`config.mk`:
```
export PLATFORM = sky130hd
export DESIGN_NAME = fifo_uart_tx_flat
export DESIGN_NICKNAME = d
export VERILOG_FILES = /design/src/rtl/fifo_uart_tx_if.sv /design/src/rtl/fifo_uart_tx.sv /design/src/flat_wrapper.sv
export SDC_FILE = /design/constraint.sdc
export NUM_CORES = 1
export LEC_CHECK = 0
export ABC_AREA = 0
export BUFFER_PORTS_ARGS = -buffer_cell sky130_fd_sc_hd__buf_2
export CAP_MARGIN = 40
export CORE_MARGIN = 4
export CORE_UTILIZATION = 45
export DETAILED_ROUTE_END_ITERATION = 7
export PLACE_DENSITY = 0.62
export SYNTH_ARGS = -nofsm -noshare
export SYNTH_HDL_FRONTEND = slang
export SYNTH_SLANG_ARGS = --single-unit
```
`constraint.sdc`:
```
create_clock -name clk -period 2.11 [get_ports clk]
set_input_delay 0.211 -clock clk [delete_from_list [all_inputs] [get_ports clk]]
set_output_delay 0.211 -clock clk [all_outputs]
set_load 0.02 [all_outputs]
```
`src/rtl/fifo_uart_tx_if.sv`:
```
// Handshake bundle between the FWFT fifo read side, the UART drain stage and its observers.
// The slave modport is the drain stage; the master modport is whatever drives the fifo side.
interface fifo_uart_tx_if;
  logic        enable;
  logic [7:0]  fifo_data;
  logic        fifo_empty;
  logic        fifo_rd;
  logic        tx;
  logic        busy;
  logic [15:0] frames_sent;

  modport master (
    output enable, fifo_data, fifo_empty,
    input  fifo_rd, tx, busy, frames_sent
  );

  modport slave (
    input  enable, fifo_data, fifo_empty,
    output fifo_rd, tx, busy, frames_sent
  );
endinterface

```
`src/rtl/fifo_uart_tx.sv`:
```
// Drains an 8-bit FWFT fifo onto an 8N1 UART line, LSB first, one pop per frame.
// state  | meaning
// IDLE   | line high; wait for enable with fifo non-empty
// SETTLE | one cycle for the fifo's registered head byte to catch up; pop on exit
// START  | start bit (low) for CLKS_PER_BIT cycles
// DATA   | eight data bits, shift[0] on the line
// STOP   | stop bit (high); count the frame on exit
module fifo_uart_tx #(
  parameter int unsigned CLKS_PER_BIT = 16,
  localparam int unsigned CNT_W = $clog2(CLKS_PER_BIT)
) (
  input logic           clk,
  input logic           reset,
  fifo_uart_tx_if.slave bus
);

  typedef enum logic [2:0] {IDLE, SETTLE, START, DATA, STOP} state_e;

  localparam logic [CNT_W-1:0] TIMER_TC = CNT_W'(CLKS_PER_BIT - 1);

  state_e             state_q, state_d;
  logic [CNT_W-1:0]   timer_q, timer_d;
  logic [2:0]         bit_idx_q, bit_idx_d;
  logic [7:0]         shift_q, shift_d;
  logic               tx_q, tx_d;
  logic               rd_q, rd_d;
  logic [15:0]        frames_q, frames_d;
  logic               tc;

  assign tc = (timer_q == TIMER_TC);

  always_comb begin
    state_d   = state_q;
    timer_d   = timer_q + CNT_W'(1);
    bit_idx_d = bit_idx_q;
    shift_d   = shift_q;
    tx_d      = tx_q;
    rd_d      = 1'b0;
    frames_d  = frames_q;
    case (state_q)
      IDLE: begin
        timer_d = '0;
        tx_d    = 1'b1;
        if (bus.enable && !bus.fifo_empty) state_d = SETTLE;
      end
      SETTLE: begin
        timer_d = '0;
        if (bus.fifo_empty) begin
          state_d = IDLE;
        end else begin
          state_d = START;
          shift_d = bus.fifo_data;
          rd_d    = 1'b1;
          tx_d    = 1'b0;
        end
      end
      START: begin
        if (tc) begin
          state_d   = DATA;
          timer_d   = '0;
          bit_idx_d = 3'd0;
          tx_d      = shift_q[0];
        end
      end
      DATA: begin
        if (tc) begin
          timer_d   = '0;
          shift_d   = shift_q >> 1;
          bit_idx_d = bit_idx_q + 3'd1;
          // shift_q[1] is the bit that lands in shift[0] on this edge
          if (bit_idx_q == 3'd7) begin
            state_d = STOP;
            tx_d    = 1'b1;
          end else begin
            tx_d    = shift_q[1];
          end
        end
      end
      STOP: begin
        if (tc) begin
          state_d  = IDLE;
          timer_d  = '0;
          frames_d = frames_q + 16'd1;
        end
      end
      default: begin
        state_d = IDLE;
        timer_d = '0;
        tx_d    = 1'b1;
      end
    endcase
  end

  always_ff @(posedge clk) begin
    if (reset) begin
      state_q   <= IDLE;
      timer_q   <= '0;
      bit_idx_q <= 3'd0;
      shift_q   <= 8'd0;
      tx_q      <= 1'b1;
      rd_q      <= 1'b0;
      frames_q  <= 16'd0;
    end else begin
      state_q   <= state_d;
      timer_q   <= timer_d;
      bit_idx_q <= bit_idx_d;
      shift_q   <= shift_d;
      tx_q      <= tx_d;
      rd_q      <= rd_d;
      frames_q  <= frames_d;
    end
  end

  assign bus.tx          = tx_q;
  assign bus.fifo_rd     = rd_q;
  assign bus.busy        = (state_q != IDLE);
  assign bus.frames_sent = frames_q;

endmodule
```
`src/flat_wrapper.sv`:
```
// flat-port wrapper written by rule: the top's interface ports become plain ports
module fifo_uart_tx_flat 
#(
  parameter int unsigned CLKS_PER_BIT = 16,
  localparam int unsigned CNT_W = $clog2(CLKS_PER_BIT)
)
  (clk, reset, bus_enable, bus_fifo_data, bus_fifo_empty, bus_fifo_rd, bus_tx, bus_busy, bus_frames_sent);
  fifo_uart_tx_if bus_i ();
  input logic clk;
  input logic reset;
  input wire logic [$bits(bus_i.enable)-1:0] bus_enable;
  input wire logic [$bits(bus_i.fifo_data)-1:0] bus_fifo_data;
  input wire logic [$bits(bus_i.fifo_empty)-1:0] bus_fifo_empty;
  output wire logic [$bits(bus_i.fifo_rd)-1:0] bus_fifo_rd;
  output wire logic [$bits(bus_i.tx)-1:0] bus_tx;
  output wire logic [$bits(bus_i.busy)-1:0] bus_busy;
  output wire logic [$bits(bus_i.frames_sent)-1:0] bus_frames_sent;
  assign bus_i.enable = bus_enable;
  assign bus_i.fifo_data = bus_fifo_data;
  assign bus_i.fifo_empty = bus_fifo_empty;
  assign bus_fifo_rd = bus_i.fifo_rd;
  assign bus_tx = bus_i.tx;
  assign bus_busy = bus_i.busy;
  assign bus_frames_sent = bus_i.frames_sent;
  fifo_uart_tx #(.CLKS_PER_BIT(CLKS_PER_BIT)) u_core (.clk(clk), .reset(reset), .bus(bus_i));
endmodule
```
==> flow_summary_export.csv, run 1 <==
group,metric,value,unit
yosys,ys_seq_elements,36,
placement,detailedPlacementHpwl,2760,um
sta,timing.final.hold_violations,0,
yosys,synth.lib_cells_used.distinct,40,
global_route,antenna_found_initial,0,
floorplan,rows,22,
drt,drt_wl_total,3800,um
drt,wl_per_cell,13.2,um
yosys,syn_area_per_cell,8.47,um^2
cts,htree_num_levels,2,
global_route,grt_start_max_net_pins,35,
critical_path,worstSetupPathType,"reg2reg",
floorplan,die_h,70.4,um
sta,number_of_max_slew_violations_in_the_final_report,0,
finish,post_route_cells_drive_above_1_share,21.3,%
sta,fin_crit_sh,85.8,%
yosys,synthTopCellsByArea,"dfxtp_1, nor2_1, a21oi_1",
power,vdd.ir_drop.worst,0.357,mV
sta,rsz_0062_raised_after_global_routing,"false",
floorplan,top_level_ports,31,
cts,ctsResizeCount,0,
critical_path,worstPathBufferInverterCount,0,
global_route,grt_pass1_wl,6610,um
sta,hold_ws,189,ps
cts,tritoncts,"built",
sta,fin_worst_skew,5.49,ps
critical_path,startpoint_type,"flip-flop",
placement,io_buffers,30,
cts,clk_root_buffer_cell,"clkbuf_8",
cts,clock_tree.buffer_depth,2,
yosys,asyncSetResetFlopFracSynth,0,%
sta,period_needed,1810,ps
floorplan,initial_core_util,47.2,%
yosys,yosys.area.top_type_share,41.1,%
yosys,netlist_top_cells_count,"dfxtp_1, nor2_1, a21oi_1, nand2_1, nand3_1",
run_status,outcome,"completed",
cts,post-cts-setup-buffers,0,
critical_path,rrSetupSlack,300,ps
global_route,first_global_vias,1508,
yosys,synth_fp_nets,223,
floorplan,core_area,3720,um^2
drt,route.vias.total,1595,
yosys,syn_inst_count,207,
yosys,syn_area,1750,um^2
global_route,gr-usage-all-layers,16.4,%
worst_hold_path,worst_hold_path_type,"in2reg",
drt,routed_via_density,5.54,
drt,dr.pass1.iters,4,
critical_path,worst_setup_path_end_kind,"flip-flop",
critical_path,crit_path_top_delay_cell,"dfxtp_1",
power,p_leak,0.827,nW
drt,detail-route-antenna-nets,0,
sta,tightestPinTransition,605,ps
critical_path,cp.required,2290,ps
yosys,top_flip_flop_cell_by_instance_count_after_synthesis,"dfxtp_1",
drt,drt_iter0_markers,90,
placement,routabilityCongestion,0.787,
drt,number_of_remaining_drc_errors,0,
cts,clock_latency,280,ps
critical_path,crit_family,"simple AND/OR/NAND/NOR gates",
finish,area_growth_syn_to_layout,16.7,%
floorplan,floorplan.die.width,70.4,um
critical_path,crit_path_cell_trace,"or3b_4 > nor4_4 > nand3_2 > mux2_4",
sta,fmax,552,MHz
critical_path,crit_fanout,16,
flow_run,drv.max_cap_violation_count,0,
floorplan,dieArea,4960,um^2
yosys,count_of_warnings_emitted_by_yosys,0,
cts,cts-hold-fix-buffers,0,
yosys,synthMostInstantiatedCell,"dfxtp_1",
yosys,count_of_flip_flops_with_a_built_in_enable_after_synthesis,0,
placement,pre_cts_ws,301,ps
cts,clock_sink_count,36,
finish,n_antenna_cell,0,
critical_path,worst_path_largest_cell_delay,450,ps
global_route,grt_remaining_overflow,0,
sta,setup-violations-final,0,
sta,final.setup.tns,0,ps
sta,fin_ws,299,ps
finish,final-instance-count-excl-fill,288,
yosys,synth_sequential_area_ratio,41.1,%
finish,final_nets,255,
power,power-per-cell-area,683,nW/um^2
sta,timing.max_slew.rel_slack,59.6,%
cts,numCtsBuffers,5,
critical_path,cp.arrival,1990,ps
cts,clkTransAtPathRegs,70,ps
placement,place.detailed.instances,280,
yosys,synth_top_area_cell,"dfxtp_1",
## layout make-up
cell class / count / area (um^2)
clock buffer: 8 / 90.1
multi-input combinational: 156 / 966
sequential: 36 / 721
inverter: 4 / 15.0
tap: 48 / 60.1
timing repair buffer: 36 / 195
fill: 344 / 1670
## sequential cells by signal (all words and copies together), names as in the netlist
name	flops
u_core.bus.frames_sent	16
u_core.bus.tx	1
u_core.state_q	3
u_core.timer_q	4
u_core.bit_idx_q	3
u_core.shift_q	8
u_core.bus.fifo_rd	1
## power breakdown
group | switching [mW] | total, mW | internal, mW
sequential | 0.0192 | 0.723 | 0.704
combinational | 0.104 | 0.184 | 0.0792
clock | 0.226 | 0.492 | 0.266
## worst reg2reg max path, cell delays in order (launching register included)
cell,delay (ps)
dfxtp_1,450
or3b_4,450
nor4_4,380
nand3_2,120
mux2_4,300
## cell usage in the layout (no fill, tap or decap), drive strengths merged, types with 8 or more instances in the layout
cell type,Yosys,final
dfxtp,36,36
buf,2,36
nor2,27,27
nand3,17,17
a21oi,16,16
nand2,16,16
o21ai,10,10
clkbuf,9,8
## kinds of logic after synthesis
kind of cell / count (synthesis) / synth area share (%)
AO/OA/AOI/OAI: 40 / 14.1
AND/OR/NAND/NOR: 99 / 31.1
adder cells (fa/ha/maj): 4 / 2.85
buffers and inverters: 15 / 3.85
XOR/XNOR: 10 / 4.99
multiplexers: 3 / 2.00
flip-flops: 36 / 41.1
## path summary, 6_finish.rpt
kind                     start                        end  cells after the start
max          u_core.state_q[1]  u_core.bus.frames_sent[7]                      4
min           bus_fifo_data[5]          u_core.shift_q[5]                      3
max reg2reg  u_core.state_q[1]  u_core.bus.frames_sent[7]                      4
min reg2reg  u_core.timer_q[0]          u_core.timer_q[0]                      1
## layer usage
metal	up-vias	share of wire (%)	wire, um	track usage [%]
met5	-	0	0	0
li1	807	-	-	-
met3	5	5.1	195	3.45
met1	751	46	1740	20.1
met2	32	48	1810	27.8
met4	0	1.4	53	6.38
## stage by stage
step	total power [mW]	utilization [%]	area, um^2
floorplan	0.873	-	1750
global placement	0.914	52.7	1960
detailed placement	0.922	52.7	1960
CTS	1.42	55.1	2050
global route	1.48	55.1	2050
finish	1.40	55.1	2050
Note: power is estimated with default switching activity, not from simulation.
==> inputs of run 2 (changes only) <==
CORE_ASPECT_RATIO = 0.5   (was default)
CORE_MARGIN = 8   (was 4)
clock period = 2 ns   (was 2.11 ns; I/O delays follow)
==> flow_summary_export.csv, run 2 (synthesis gave the netlist of run 1 again) <==
group,metric,value,unit
finish,final.fill_count,397,
drt,route.vias.total,1590,
drt,routed_via_density,5.39,
critical_path,worstPathBufferInverterCount,0,
sta,setup-violations-final,0,
finish,area_growth_syn_to_layout,18.8,%
flow_run,drv.max_cap_violation_count,0,
critical_path,crit_fanout,10,
finish,n_antenna_cell,0,
cts,clock_sink_count,36,
cts,tritoncts,"built",
placement,detailedPlacementHpwl,2820,um
placement,io_buffers,30,
sta,period_needed,1840,ps
power,vdd.ir_drop.worst,0.353,mV
sta,tightestPinTransition,623,ps
sta,timing.final.hold_violations,0,
sta,final.setup.tns,0,ps
cts,clkTransAtPathRegs,70,ps
drt,detail-route-antenna-nets,0,
floorplan,rows,16,
critical_path,worst_setup_path_end_kind,"flip-flop",
floorplan,initial_core_util,45.9,%
cts,clk_root_buffer_cell,"clkbuf_8",
placement,dpl_cell_area,1970,um^2
drt,drt_wl_total,3960,um
finish,final-seq-area,721,um^2
cts,cts-hold-fix-buffers,0,
floorplan,dieArea,6270,um^2
global_route,antenna_found_initial,0,
drt,drt_iter0_markers,53,
floorplan,top_level_ports,31,
critical_path,startpoint_type,"flip-flop",
global_route,first_global_vias,1446,
critical_path,crit_path_cell_trace,"or3b_4 > nor4_4 > nand3_2 > mux2_4",
sta,number_of_max_slew_violations_in_the_final_report,0,
power,p_leak,0.841,nW
placement,routabilityCongestion,0.785,
finish,finish.instance_area,2080,um^2
finish,largest_register_ff_count,16,
cts,numCtsBuffers,5,
cts,clock_latency,290,ps
sta,fin_crit_sh,91.9,%
drt,wl_per_cell,13.4,um
worst_hold_path,worst_hold_path_type,"in2reg",
finish,utilization,54.5,%
placement,pre_cts_ws,165,ps
cts,ctsResizeCount,0,
finish,most-common-layout-cells,"dfxtp_1, buf_2, nor2_1",
finish,mostFrequentLayoutCell,"dfxtp_1",
sta,timing.max_slew.rel_slack,58.4,%
critical_path,cp.required,2180,ps
finish,area_of_combinational_cells_with_multiple_inputs,966,um^2
finish,final_nets,256,
cts,clock_tree.buffer_depth,2,
power,finalPower,1.59,mW
global_route,grt_pass1_wl,6900,um
critical_path,worst_path_largest_cell_delay,490,ps
critical_path,worstSetupPathType,"reg2reg",
global_route,grt_remaining_overflow,0,
cts,htree_num_levels,2,
run_status,outcome,"completed",
drt,number_of_remaining_drc_errors,0,
sta,fin_worst_skew,5.82,ps
global_route,grt_start_max_net_pins,35,
floorplan,core_area,3820,um^2
sta,fmax,544,MHz
critical_path,crit_path_top_delay_cell,"dfxtp_1",
critical_path,cp.arrival,2020,ps
power,power-per-cell-area,766,nW/um^2
sta,fin_ws,163,ps
global_route,gr-usage-all-layers,13.6,%
sta,rsz_0062_raised_after_global_routing,"false",
floorplan,floorplan.die.width,104,um
critical_path,crit_family,"simple AND/OR/NAND/NOR gates",
finish,post_route_cells_drive_above_1_share,22.4,%
floorplan,die_h,60.2,um
cts,post-cts-setup-buffers,0,
drt,dr.pass1.iters,4,
==> run 2: through the flow <==
step	hold WS (ps)	cells
floorplan	362	207
global placement	432	287
detailed placement	438	287
CTS	158	295
global route	157	295
finish	168	295
==> run 2: final cells by class <==
type                    count  area share [%]
repair buffers             37            9.73
clock inverters             3            2.04
flip-flops and latches     36            34.6
clock buffers               5            3.30
inverters                   4           0.721
well taps                  54            3.24
multi-input cells         156            46.4
==> run 2: tightest hold or removal path, cell delays in order <==
cell and delay (ps):
buf_2 90, nand2_1 40, a311oi_1 70
==> run 2: report_power, final <==
part / internal, mW / switching [mW]
combinational: 0.0849 / 0.109
sequential: 0.742 / 0.0221
clock: 0.369 / 0.268
total: 1.20 / 0.400
==> run 2: final timing paths <==
check	startpoint	endpoint	slack (ps)	depth (start not counted)
worst min-delay path	bus_fifo_data[2]	u_core.shift_q[2]	170	3
worst min register to register	u_core.timer_q[0]	u_core.timer_q[0]	440	1
worst max-delay path	u_core.state_q[2]	u_core.bus.frames_sent[7]	160	4
worst max register to register	u_core.state_q[2]	u_core.bus.frames_sent[7]	160	4
==> run 2: metal layers <==
layer	share of wire (%)	up-vias	track usage (%)
li1	-	811	-
met1	49	736	17.3
met5	0	-	0
met2	45	41	20.4
met3	5.9	2	5.59
met4	0.30	0	4.48
